--- src/rtl/frame_pkg.sv ---
// Shared screen geometry, pixel type and blitter state encoding for the frame RAM writer.
// fb_linear maps an on-screen (X, Y) pair to the linear frame RAM word address.
package frame_pkg;

    localparam int SCREEN_W = 640;
    localparam int SCREEN_H = 480;
    localparam int FB_AW    = 19;

    typedef logic [4:0] pixel_t;

    typedef enum logic [1:0] {
        IDLE,
        RUN,
        DRAIN,
        FIN
    } blit_state_t;

    // Only meaningful for on-screen coordinates; larger values simply wrap.
    function automatic logic [FB_AW-1:0] fb_linear(input logic [10:0] px, input logic [10:0] py);
        return FB_AW'(px) + FB_AW'(py) * FB_AW'(SCREEN_W);
    endfunction

endpackage

--- src/rtl/blit_addr_gen.sv ---
// Column/row walker over the sprite rectangle: produces the row-major ROM address of the
// current pixel and flags the last pixel of the job.
module blit_addr_gen
    import frame_pkg::*;
#(
    parameter int ROM_AW = 16
) (
    input  logic              clk_i,
    input  logic              reset_i,
    input  logic              clear_i,
    input  logic              advance_i,
    input  logic [7:0]        w_i,
    input  logic [7:0]        h_i,
    input  logic [ROM_AW-1:0] base_i,
    output logic [7:0]        col_o,
    output logic [7:0]        row_o,
    output logic [ROM_AW-1:0] addr_o,
    output logic              last_o
);

    logic [7:0]  col_q;
    logic [7:0]  col_d;
    logic [7:0]  row_q;
    logic [7:0]  row_d;
    logic [15:0] row_off;
    logic        col_wrap;

    assign col_wrap = (col_q == w_i - 8'd1);

    always_comb begin
        col_d = col_q;
        row_d = row_q;
        if (clear_i) begin
            col_d = '0;
            row_d = '0;
        end else if (advance_i) begin
            if (col_wrap) begin
                col_d = '0;
                row_d = row_q + 8'd1;
            end else begin
                col_d = col_q + 8'd1;
            end
        end
    end

    always_ff @(posedge clk_i) begin
        if (reset_i) begin
            col_q <= '0;
            row_q <= '0;
        end else begin
            col_q <= col_d;
            row_q <= row_d;
        end
    end

    // Stride is the sprite width; the 16-bit offset and the final sum both wrap.
    assign row_off = 16'(row_q) * 16'(w_i);
    assign addr_o  = base_i + ROM_AW'(row_off) + ROM_AW'(col_q);
    assign last_o  = col_wrap && (row_q == h_i - 8'd1);
    assign col_o   = col_q;
    assign row_o   = row_q;

endmodule

--- src/rtl/sprite_blitter.sv ---
// Copies a WxH sprite from sprite ROM into the 640x480 frame RAM during blanking,
// skipping transparent and off-screen pixels; one pixel per cycle while blank is high.
module sprite_blitter
    import frame_pkg::*;
#(
    parameter int     ROM_AW     = 16,
    parameter pixel_t TRANS_CODE = 5'h15
) (
    input  logic              Clk,
    input  logic              Reset,
    input  logic              blank,
    input  logic              start,
    input  logic [9:0]        sprite_x,
    input  logic [9:0]        sprite_y,
    input  logic [7:0]        sprite_w,
    input  logic [7:0]        sprite_h,
    input  logic [ROM_AW-1:0] rom_base,
    output logic [ROM_AW-1:0] rom_addr,
    input  logic [4:0]        rom_data,
    output logic              fb_we,
    output logic [18:0]       fb_addr,
    output logic [4:0]        fb_data,
    output logic              busy,
    output logic              done
);

    blit_state_t       state_q;
    logic              busy_q;
    logic              done_q;
    logic [9:0]        x_q;
    logic [9:0]        y_q;
    logic [7:0]        w_q;
    logic [7:0]        h_q;
    logic [ROM_AW-1:0] base_q;
    logic              valid_q;
    logic [7:0]        col1_q;
    logic [7:0]        row1_q;
    logic [ROM_AW-1:0] held_addr_q;

    logic              clear;
    logic              advance;
    logic [7:0]        col;
    logic [7:0]        row;
    logic [ROM_AW-1:0] gen_addr;
    logic              last;

    logic [10:0]       pix_x;
    logic [10:0]       pix_y;
    logic              on_screen;

    assign clear   = (state_q == IDLE) && start;
    assign advance = (state_q == RUN) && blank;

    blit_addr_gen #(
        .ROM_AW(ROM_AW)
    ) u_addr_gen (
        .clk_i    (Clk),
        .reset_i  (Reset),
        .clear_i  (clear),
        .advance_i(advance),
        .w_i      (w_q),
        .h_i      (h_q),
        .base_i   (base_q),
        .col_o    (col),
        .row_o    (row),
        .addr_o   (gen_addr),
        .last_o   (last)
    );

    always_ff @(posedge Clk) begin
        if (Reset) begin
            state_q     <= IDLE;
            busy_q      <= 1'b0;
            done_q      <= 1'b0;
            x_q         <= '0;
            y_q         <= '0;
            w_q         <= '0;
            h_q         <= '0;
            base_q      <= '0;
            valid_q     <= 1'b0;
            col1_q      <= '0;
            row1_q      <= '0;
            held_addr_q <= '0;
        end else begin
            case (state_q)
                IDLE: begin
                    if (start) begin
                        x_q    <= sprite_x;
                        y_q    <= sprite_y;
                        w_q    <= sprite_w;
                        h_q    <= sprite_h;
                        base_q <= rom_base;
                        busy_q <= 1'b1;
                        if (sprite_w == 8'd0 || sprite_h == 8'd0) begin
                            state_q <= FIN;
                        end else begin
                            state_q <= RUN;
                        end
                    end
                end
                RUN: begin
                    if (blank) begin
                        valid_q     <= 1'b1;
                        col1_q      <= col;
                        row1_q      <= row;
                        held_addr_q <= gen_addr;
                        if (last) begin
                            state_q <= DRAIN;
                        end
                    end
                end
                DRAIN: begin
                    if (blank) begin
                        valid_q <= 1'b0;
                        busy_q  <= 1'b0;
                        done_q  <= 1'b1;
                        state_q <= FIN;
                    end
                end
                FIN: begin
                    // An empty job arrives here with done still low and spends one cycle raising it.
                    if (done_q) begin
                        done_q  <= 1'b0;
                        state_q <= IDLE;
                    end else begin
                        done_q <= 1'b1;
                        busy_q <= 1'b0;
                    end
                end
                default: state_q <= IDLE;
            endcase
        end
    end

    // While frozen, re-present the in-flight pixel's address so a free-running synchronous
    // ROM keeps returning that pixel instead of running ahead.
    assign rom_addr = (valid_q && !blank) ? held_addr_q : gen_addr;

    assign pix_x     = {1'b0, x_q} + {3'b000, col1_q};
    assign pix_y     = {1'b0, y_q} + {3'b000, row1_q};
    assign on_screen = (pix_x < 11'(SCREEN_W)) && (pix_y < 11'(SCREEN_H));

    assign fb_we   = valid_q && blank && (rom_data != TRANS_CODE) && on_screen;
    assign fb_data = valid_q ? rom_data : 5'd0;
    assign fb_addr = valid_q ? fb_linear(pix_x, pix_y) : 19'd0;

    assign busy = busy_q;
    assign done = done_q;

endmodule

--- config.mk ---
export PLATFORM = sky130hd
export DESIGN_NAME = sprite_blitter
export DESIGN_NICKNAME = d
export VERILOG_FILES = /design/src/rtl/frame_pkg.sv /design/src/rtl/blit_addr_gen.sv /design/src/rtl/sprite_blitter.sv
export SDC_FILE = /design/constraint.sdc
export NUM_CORES = 1
export LEC_CHECK = 0
export ABC_AREA = 1
export CAP_MARGIN = 20
export CELL_PAD_IN_SITES_DETAIL_PLACEMENT = 0
export CELL_PAD_IN_SITES_GLOBAL_PLACEMENT = 1
export CORE_MARGIN = 8
export CORE_UTILIZATION = 38
export CTS_CLUSTER_SIZE = 12
export DETAILED_ROUTE_END_ITERATION = 10
export PLACE_DENSITY_LB_ADDON = 0.2
export SLEW_MARGIN = 20
export SYNTH_ARGS = -nofsm -noshare
export SYNTH_HDL_FRONTEND = slang
export SYNTH_SLANG_ARGS = --single-unit
--- constraint.sdc ---
create_clock -name Clk -period 7.2 [get_ports Clk]
set_input_delay 2.16 -clock Clk [delete_from_list [all_inputs] [get_ports Clk]]
set_output_delay 2.16 -clock Clk [all_outputs]
set_load 0.05 [all_outputs]
==> results of run 1 <==
area by class of cell:
| cell class | count | area (um^2) |
|---|---|---|
| Fill cell | 2497 | 12530 |
| Inverter | 229 | 860.8 |
| Clock inverter | 7 | 55.05 |
| Sequential cell | 105 | 2135 |
| Clock buffer | 9 | 225.2 |
| Timing Repair Buffer | 145 | 1504 |
| Tap cell | 324 | 405.4 |
| Multi-Input combinational cell | 915 | 6395 |
power groups by stage:
stage	logic [W]	registers, W	clock network (W)
final	0.00177	0.000802	0.000485
after global routing	0.00198	0.000823	0.000524
after CTS	0.00174	0.000802	0.000502
after detailed placement	0.00172	0.000814	0
after global placement	0.00171	0.000811	0
after floorplan	0.00124	0.000794	0
sequential cells by signal (all words and copies together) (netlist names):
register          flops
base_q               16
held_addr_q          16
x_q                  10
y_q                  10
col1_q                8
h_q                   8
row1_q                8
u_addr_gen.col_o      8
u_addr_gen.row_o      8
w_q                   8
state_q               2
busy                  1
done                  1
valid_q               1
kinds of logic (layout without fill, tap and decap cells):
| group | count (synthesis) | after routing | synth area share, % |
|---|---|---|---|
| xor gates and xnor gates | 43 | 43 | 4.306 |
| buffers and inverters | 276 | 390 | 11.77 |
| adders and majority gates | 150 | 150 | 25.02 |
| and+or+nand+nor | 470 | 470 | 21.50 |
| DFF | 105 | 105 | 22.68 |
| AOI/OAI and AO/OA | 252 | 252 | 14.73 |
cell usage in the layout (no fill, tap or decap), types with 7 or more instances in the layout:
cell type / count
sky130_fd_sc_hd__nand2_1: 223
sky130_fd_sc_hd__inv_1: 216
sky130_fd_sc_hd__nor2_1: 132
sky130_fd_sc_hd__o21ai_0: 108
sky130_fd_sc_hd__dfxtp_1: 93
sky130_fd_sc_hd__a21oi_1: 90
sky130_fd_sc_hd__clkdlybuf4s50_1: 84
sky130_fd_sc_hd__ha_1: 80
sky130_fd_sc_hd__fa_1: 58
sky130_fd_sc_hd__nand3_1: 44
sky130_fd_sc_hd__buf_4: 38
sky130_fd_sc_hd__xor2_1: 25
sky130_fd_sc_hd__nand4_1: 18
sky130_fd_sc_hd__xnor2_1: 15
sky130_fd_sc_hd__nand2_2: 14
sky130_fd_sc_hd__buf_12: 13
sky130_fd_sc_hd__inv_2: 11
sky130_fd_sc_hd__o211ai_1: 10
sky130_fd_sc_hd__ha_4: 10
sky130_fd_sc_hd__clkbuf_16: 9
sky130_fd_sc_hd__a21oi_2: 8
sky130_fd_sc_hd__nor2_2: 8
sky130_fd_sc_hd__dfxtp_4: 7
worst max path at each step:
stage                             start           end  slack [ns]  cells past startpoint
global route                     w_q[2]  rom_addr[11]       -0.06                     20
CTS                 u_addr_gen.row_o[5]  rom_addr[10]       0.006                     18
global placement    u_addr_gen.row_o[2]  rom_addr[12]        0.24                     18
floorplan           u_addr_gen.row_o[2]  rom_addr[12]       0.008                     18
detailed placement  u_addr_gen.row_o[2]  rom_addr[12]        0.17                     18
finish              u_addr_gen.row_o[5]  rom_addr[11]        0.16                     22
through the flow:
step | hold slack [ns] | power (W)
floorplan | 0.4479 | 0.002030
global placement | 0.4694 | 0.002517
detailed placement | 0.4768 | 0.002534
CTS | 0.4910 | 0.003046
global route | 0.5072 | 0.003329
finish | 0.4903 | 0.003052
layer usage:
metal / share of wire [%] / vias up / routed length [um] / GRT usage (%)
met5: 0 / - / 0 / 0
met4: 1.1 / 0 / 269 / 3.598
met3: 3.8 / 9 / 957 / 2.511
met2: 49 / 126 / 12130 / 30.80
met1: 47 / 3894 / 11660 / 22.07
li1: - / 4333 / - / -
what timing repair did:
action / 4_1_cts / 5_1_grt
resized for setup: 26 / 63
setup endpoints to repair: 6 / 14
pin swaps: 6 / 45
buffers inserted: 5 / 8
tightest hold or removal path, cell delays in order (launching register included):
cell                      delay [ns]
sky130_fd_sc_hd__dfxtp_1        0.33
sky130_fd_sc_hd__nand2_1        0.06
sky130_fd_sc_hd__a21oi_1        0.05
==> metrics.txt, run 1 <==
# TYPE chip_impl_metric gauge
chip_impl_info{name="run_status",value="finished, final reports clean"} 1
chip_impl_info{name="end_kind",value="output pin"} 1
chip_impl_metric{name="clk-insertion-delay-late",unit="ns"} 0.35
chip_impl_metric{name="placementRows",unit=""} 57
chip_impl_metric{name="ys_async_sr_fraction",unit="%"} 0
chip_impl_info{name="synthDominantAreaCellType",value="sky130_fd_sc_hd__dfxtp_1"} 1
chip_impl_metric{name="final_area",unit="um^2"} 11580
chip_impl_metric{name="layoutNonFillerInstCount",unit=""} 1734
chip_impl_metric{name="core_area",unit="um^2"} 24110
chip_impl_metric{name="area_growth_syn_to_layout",unit="%"} 24.92
chip_impl_metric{name="postCtsHoldBufs",unit=""} 0
chip_impl_metric{name="cap_viol_max_count",unit=""} 0
chip_impl_info{name="timing_worst_setup_path_type",value="reg -> out"} 1
chip_impl_metric{name="r2r.worst_path.cells",unit=""} 19
chip_impl_metric{name="grt_use_total",unit="%"} 17.38
chip_impl_info{name="netlist_top_cells_count",value="sky130_fd_sc_hd__nand2_1, sky130_fd_sc_hd__inv_1, sky130_fd_sc_hd__nor2_1, sky130_fd_sc_hd__o21ai_0, sky130_fd_sc_hd__dfxtp_1"} 1
chip_impl_info{name="critical_path.most_common_cell",value="sky130_fd_sc_hd__fa_1"} 1
chip_impl_info{name="synth-main-ff-cell",value="sky130_fd_sc_hd__dfxtp_1"} 1
chip_impl_metric{name="final-max-slew-violation-count",unit=""} 0
chip_impl_metric{name="cts_made_buffers",unit=""} 9
chip_impl_info{name="crit_family",value="adder cells"} 1
chip_impl_metric{name="worst_ir_drop_vdd",unit="mV"} 0.1457
chip_impl_metric{name="ant_nets_after_route",unit=""} 0
chip_impl_metric{name="number_of_antenna_violations_at_the_first_check_in_global_routing",unit=""} 0
chip_impl_metric{name="port-buffer-count",unit=""} 103
chip_impl_metric{name="route.vias.total",unit=""} 8362
chip_impl_metric{name="finalSetupViolations",unit=""} 0
chip_impl_metric{name="layout_setup_ws",unit="ns"} 0.1560
chip_impl_metric{name="synthDistinctLibCells",unit=""} 50
chip_impl_metric{name="critical_path_buf_inv_count",unit=""} 7
chip_impl_info{name="timing.critical_path.slowest_stage_cell",value="sky130_fd_sc_hd__fa_1"} 1
chip_impl_metric{name="clk_pin_slew",unit="ns"} 0.08
chip_impl_info{name="timing.critical_path.cells",value="buf_4 -> nand2_2 -> fa_1 -> inv_1 -> fa_1 -> inv_1 -> fa_1 -> inv_1 -> fa_1 -> inv_1 -> fa_1 -> inv_2 -> ha_4 -> a21o_1 -> a21oi_4 -> o21ai_2 -> nand2_1 -> nand2_1 -> xor2_1 -> nand2_1 -> o21ai_2 -> buf_12"} 1
chip_impl_metric{name="switching_share",unit="%"} 47.24
chip_impl_info{name="cts_root_buffer",value="sky130_fd_sc_hd__clkbuf_16"} 1
chip_impl_metric{name="timing_worst_slew_pin_value",unit="ns"} 0.7805
chip_impl_metric{name="first_global_vias",unit=""} 8296
chip_impl_info{name="leading_cell_type_by_number_of_instances_after_synthesis",value="sky130_fd_sc_hd__nand2_1"} 1
chip_impl_metric{name="synth-seq-cells",unit=""} 105
chip_impl_metric{name="gp_routability_congestion",unit=""} 0.8470
chip_impl_info{name="regToRegEndpoint",value="held_addr_q[13]"} 1
chip_impl_metric{name="wl_per_cell",unit="um"} 14.43
chip_impl_metric{name="seq_area_frac_synth",unit="%"} 22.68
chip_impl_metric{name="finalNetCount",unit=""} 1616
chip_impl_metric{name="power_frac_seq",unit="%"} 26.3
chip_impl_metric{name="dp.final_hpwl",unit="um"} 20000
chip_impl_metric{name="maximum_clock_frequency",unit="MHz"} 142.0
chip_impl_metric{name="finalWorstPathRequiredPeriod",unit="ns"} 7.044
chip_impl_metric{name="detail_route.first_pass.iterations",unit=""} 5
chip_impl_metric{name="number_of_enable_flip_flop_cells_after_synthesis",unit=""} 0
chip_impl_metric{name="post_synth.cell_area_avg",unit="um^2"} 7.153
chip_impl_metric{name="globalRouteOverflowTotal",unit=""} 0
chip_impl_info{name="timing.hold.worst_endpoint",value="col1_q[0]"} 1
chip_impl_metric{name="syn-instance-count",unit=""} 1296
chip_impl_info{name="hold_start",value="col1_q[0]"} 1
chip_impl_metric{name="share_comb_of_total_power",unit="%"} 57.8
chip_impl_metric{name="cell_leakage_power",unit="nW"} 5.800
chip_impl_metric{name="ctsLongestPathBuffers",unit=""} 2
chip_impl_metric{name="p_per_area",unit="nW/um^2"} 263.6
chip_impl_metric{name="total_inserted_antenna_cells",unit=""} 0
chip_impl_metric{name="period_share",unit="%"} 97.83
chip_impl_metric{name="final_core_util",unit="%"} 48.04
chip_impl_metric{name="switching_power",unit="W"} 0.001442
chip_impl_metric{name="first_iter_violations",unit=""} 439
chip_impl_info{name="hold_path_class",value="reg -> reg"} 1
chip_impl_metric{name="worstHoldPathCells",unit=""} 2
chip_impl_metric{name="dp.cells",unit=""} 1705
chip_impl_metric{name="post-place-ws",unit="ns"} 0.1655
chip_impl_metric{name="worstPathRequired",unit="ns"} 5.04
chip_impl_info{name="grt_setup_unrepaired",value="true"} 1
chip_impl_metric{name="viasPerCell",unit=""} 4.822
chip_impl_metric{name="mappedNetlistNets",unit=""} 1507
chip_impl_metric{name="hold_vio_cnt_final",unit=""} 0
chip_impl_metric{name="drc_violation_count_after_routing",unit=""} 0
chip_impl_metric{name="share_of_total_power_in_the_clock_network",unit="%"} 15.9
chip_impl_metric{name="ys.warnings.count",unit=""} 0
chip_impl_metric{name="critPathMaxFanout",unit=""} 5
chip_impl_metric{name="fin_setup_tns",unit="ns"} 0
chip_impl_metric{name="die_x",unit="um"} 172.2
chip_impl_metric{name="cpPeakStageDelay",unit="ns"} 0.49
chip_impl_metric{name="cts_num_sinks",unit=""} 105
chip_impl_metric{name="worst_slew_margin_rel",unit="%"} 47.89
chip_impl_info{name="synth_area_leaders",value="sky130_fd_sc_hd__dfxtp_1, sky130_fd_sc_hd__fa_1, sky130_fd_sc_hd__ha_1"} 1
chip_impl_metric{name="setup_clock_skew_after_layout",unit="ns"} 0.006192
chip_impl_metric{name="placed_area",unit="um^2"} 10850
chip_impl_metric{name="cp.arrival",unit="ns"} 4.88
chip_impl_metric{name="die_area",unit="um^2"} 29650
chip_impl_metric{name="grt_start_max_net_pins",unit=""} 76
chip_impl_info{name="startpoint_type",value="flop"} 1
chip_impl_metric{name="intPower",unit="W"} 0.001610
chip_impl_metric{name="count_of_h_tree_levels_built_during_cts",unit=""} 3
chip_impl_metric{name="routed_wirelength",unit="um"} 25020
chip_impl_info{name="tritoncts",value="yes"} 1
chip_impl_info{name="reg2reg_from",value="w_q[2]"} 1
chip_impl_metric{name="fp.dieH",unit="um"} 172.2
chip_impl_metric{name="syn_area",unit="um^2"} 9270
chip_impl_metric{name="num_io_pins",unit=""} 104
chip_impl_metric{name="regToRegSetupSlack",unit="ns"} 2.71
chip_impl_metric{name="initial_core_util",unit="%"} 38.46
chip_impl_metric{name="post_route_cells_drive_above_1_share",unit="%"} 12.13
chip_impl_metric{name="global_route_wire_length_before_repair",unit="um"} 41200
chip_impl_metric{name="synthDominantCellAreaShare",unit="%"} 22.68
No activity file was read; power rests on OpenSTA's default activity.
==> run 2, diff against run 1 <==
CORE_UTILIZATION = 45   (was 38)
GPL_TIMING_DRIVEN = 0   (was not set)
SKIP_CTS_REPAIR_TIMING = 1   (was not set)
clock period = 8.7 ns   (was 7.2 ns; I/O delays follow)
==> run 2 against run 1 <==
Against the previous run:
- sequential share of layout area increased by 0.75 points
- sequential power down 18%
- global-route usage up 3.4 points
- via count is 0.80% higher
- total power down 19%
- clock power decreased by 12%
- critical path depth fell by 7
- setup slack better by 0.15 ns
==> metrics.txt, run 2 (synthesized netlist as in run 1, its figures left out) <==
# TYPE chip_impl_metric gauge
chip_impl_info{name="run_status",value="finished, final reports clean"} 1
chip_impl_metric{name="globalRouteOverflowTotal",unit=""} 0
chip_impl_metric{name="ant_nets_after_route",unit=""} 0
chip_impl_metric{name="cap_viol_max_count",unit=""} 0
chip_impl_metric{name="fin_setup_tns",unit="ns"} 0
chip_impl_metric{name="drc_violation_count_after_routing",unit=""} 0
chip_impl_metric{name="dp.cells",unit=""} 1669
chip_impl_metric{name="detail_route.first_pass.iterations",unit=""} 5
chip_impl_info{name="regToRegEndpoint",value="held_addr_q[11]"} 1
chip_impl_metric{name="placed_area",unit="um^2"} 10640
chip_impl_metric{name="layoutNonFillerInstCount",unit=""} 1685
chip_impl_metric{name="worst_ir_drop_vdd",unit="mV"} 0.1265
chip_impl_metric{name="dp.final_hpwl",unit="um"} 20970
chip_impl_metric{name="num_io_pins",unit=""} 104
chip_impl_info{name="reg2reg_from",value="u_addr_gen.row_o[6]"} 1
chip_impl_metric{name="routed_wirelength",unit="um"} 25750
chip_impl_metric{name="power.total",unit="W"} 0.002484
chip_impl_metric{name="port-buffer-count",unit=""} 103
chip_impl_metric{name="r2r.worst_path.cells",unit=""} 21
chip_impl_metric{name="fillerInstances",unit=""} 2031
chip_impl_metric{name="count_of_h_tree_levels_built_during_cts",unit=""} 3
chip_impl_info{name="hold_start",value="h_q[1]"} 1
chip_impl_info{name="timing_worst_setup_path_type",value="reg -> out"} 1
chip_impl_metric{name="setup_clock_skew_after_layout",unit="ns"} 0.008782
chip_impl_metric{name="placementRows",unit=""} 52
chip_impl_info{name="hold_path_class",value="reg -> reg"} 1
chip_impl_metric{name="finalWorstPathRequiredPeriod",unit="ns"} 8.395
chip_impl_metric{name="maximum_clock_frequency",unit="MHz"} 119.1
chip_impl_metric{name="total_inserted_antenna_cells",unit=""} 0
chip_impl_info{name="cts_root_buffer",value="sky130_fd_sc_hd__clkbuf_16"} 1
chip_impl_metric{name="period_share",unit="%"} 96.50
chip_impl_metric{name="wl_per_cell",unit="um"} 15.28
chip_impl_metric{name="core_area",unit="um^2"} 20230
chip_impl_metric{name="route.vias.total",unit=""} 8429
chip_impl_metric{name="post-place-ws",unit="ns"} -0.03868
chip_impl_metric{name="viasPerCell",unit=""} 5.002
chip_impl_metric{name="initial_core_util",unit="%"} 45.81
chip_impl_metric{name="final_area",unit="um^2"} 10960
chip_impl_metric{name="number_of_antenna_violations_at_the_first_check_in_global_routing",unit=""} 0
chip_impl_info{name="startpoint_type",value="flop"} 1
chip_impl_metric{name="cts_num_sinks",unit=""} 105
chip_impl_metric{name="clk-insertion-delay-late",unit="ns"} 0.37
chip_impl_info{name="grt_setup_unrepaired",value="false"} 1
chip_impl_metric{name="cell_leakage_power",unit="nW"} 5.637
chip_impl_info{name="most-common-layout-cells",value="sky130_fd_sc_hd__nand2_1, sky130_fd_sc_hd__inv_1, sky130_fd_sc_hd__nor2_1"} 1
chip_impl_metric{name="grt_use_total",unit="%"} 20.79
chip_impl_metric{name="worstPathRequired",unit="ns"} 6.09
chip_impl_info{name="most_frequent_standard_cell_in_the_layout_excluding_fill_and_tap_cells",value="sky130_fd_sc_hd__nand2_1"} 1
chip_impl_info{name="top_regs",value="base_q (16), held_addr_q (16)"} 1
chip_impl_info{name="timing.hold.worst_endpoint",value="h_q[1]"} 1
chip_impl_metric{name="timing_worst_slew_pin_value",unit="ns"} 0.7742
chip_impl_metric{name="hold_vio_cnt_final",unit=""} 0
chip_impl_metric{name="grt_start_max_net_pins",unit=""} 22
chip_impl_metric{name="p_per_area",unit="nW/um^2"} 226.7
chip_impl_metric{name="fp.dieH",unit="um"} 159.5
chip_impl_metric{name="clk_pin_slew",unit="ns"} 0.08
chip_impl_metric{name="cts_made_buffers",unit=""} 9
chip_impl_info{name="end_kind",value="output pin"} 1
chip_impl_metric{name="finalSetupViolations",unit=""} 0
chip_impl_metric{name="worstHoldPathCells",unit=""} 2
chip_impl_metric{name="area_growth_syn_to_layout",unit="%"} 18.21
chip_impl_metric{name="final-max-slew-violation-count",unit=""} 0
chip_impl_metric{name="ctsLongestPathBuffers",unit=""} 2
chip_impl_metric{name="finalNetCount",unit=""} 1621
chip_impl_metric{name="layout_setup_ws",unit="ns"} 0.3047
chip_impl_metric{name="first_global_vias",unit=""} 8554
chip_impl_info{name="tritoncts",value="yes"} 1
chip_impl_metric{name="post_route_cells_drive_above_1_share",unit="%"} 4.876
chip_impl_metric{name="first_iter_violations",unit=""} 396
chip_impl_metric{name="critPathMaxFanout",unit=""} 10
chip_impl_metric{name="worst_slew_margin_rel",unit="%"} 48.20
chip_impl_metric{name="gp_routability_congestion",unit=""} 0.8747
chip_impl_metric{name="die_x",unit="um"} 159.5
chip_impl_metric{name="global_route_wire_length_before_repair",unit="um"} 42950
chip_impl_metric{name="die_area",unit="um^2"} 25450
chip_impl_metric{name="cp.arrival",unit="ns"} 5.79
chip_impl_metric{name="regToRegSetupSlack",unit="ns"} 3.48
[run 2: changes by cell type in the layout (fill, tap and decap cells not counted), sizes merged]
cell           delta
buf              -44
clkbuf           +37
clkdlybuf4s50    +11
clkinvlp          -1
dlymetal6s2s      +1
inv               +1
[run 2: through the flow]
stage | hold WS, ns | utilization (%)
finish | 0.4900 | 54.16
global route | 0.5146 | 54.16
CTS | 0.4897 | 54.09
detailed placement | 0.4766 | 52.58
global placement | 0.4660 | 52.58
floorplan | 0.4479 | -
[run 2: worst max-delay path, cell delays in order (launching register included)]
cell	delay, ns
sky130_fd_sc_hd__dfxtp_1	0.38
sky130_fd_sc_hd__buf_2	0.27
sky130_fd_sc_hd__nand2_1	0.11
sky130_fd_sc_hd__fa_1	0.53
sky130_fd_sc_hd__fa_1	0.54
sky130_fd_sc_hd__inv_1	0.06
sky130_fd_sc_hd__fa_1	0.51
sky130_fd_sc_hd__fa_1	0.56
sky130_fd_sc_hd__inv_1	0.06
sky130_fd_sc_hd__fa_1	0.52
sky130_fd_sc_hd__inv_1	0.05
sky130_fd_sc_hd__ha_1	0.36
sky130_fd_sc_hd__a21oi_1	0.26
sky130_fd_sc_hd__nand3_1	0.13
sky130_fd_sc_hd__a31oi_1	0.22
sky130_fd_sc_hd__clkdlybuf4s50_1	0.84
[run 2: routing by layer]
metal / routed length (um) / up-vias / part of all wire [%] / GRT usage [%]
li1: - / 4346 / - / -
met1: 11040 / 3919 / 43 / 24.36
met2: 13260 / 144 / 52 / 38.63
met3: 1078 / 20 / 4.2 / 3.516
met4: 370 / 0 / 1.4 / 4.717
met5: 0 / - / 0 / 0
[run 2: worst max path at each step]
stage                             start            to  slack, ns  cells after the start
floorplan           u_addr_gen.row_o[2]  rom_addr[14]       0.85                     16
global route        u_addr_gen.row_o[0]  rom_addr[12]      0.008                     19
finish              u_addr_gen.row_o[0]   rom_addr[8]       0.30                     15
detailed placement  u_addr_gen.row_o[5]  rom_addr[11]      -0.04                     22
CTS                 u_addr_gen.row_o[5]  rom_addr[11]      -0.50                     22
global placement    u_addr_gen.row_o[5]  rom_addr[11]      -0.05                     22
[run 2: power breakdown]
| part | internal [W] | switching [W] |
|---|---|---|
| clock | 0.000206 | 0.000222 |
| combinational | 0.000480 | 0.000918 |
| sequential | 0.000585 | 0.0000732 |
[run 2: area by class of cell]
cell class              instances  area (um^2)  area share [%]
plain buffers                  47        242.7           2.215
clock buffers                   9        225.2           2.055
clock inverters                 7        81.33          0.7422
inverters                     229        860.8           7.856
multi-input cells             915         6077           55.46
flip-flops and latches        105         2102           19.18
well taps                     270        337.8           3.083
repair buffers                103         1031           9.409
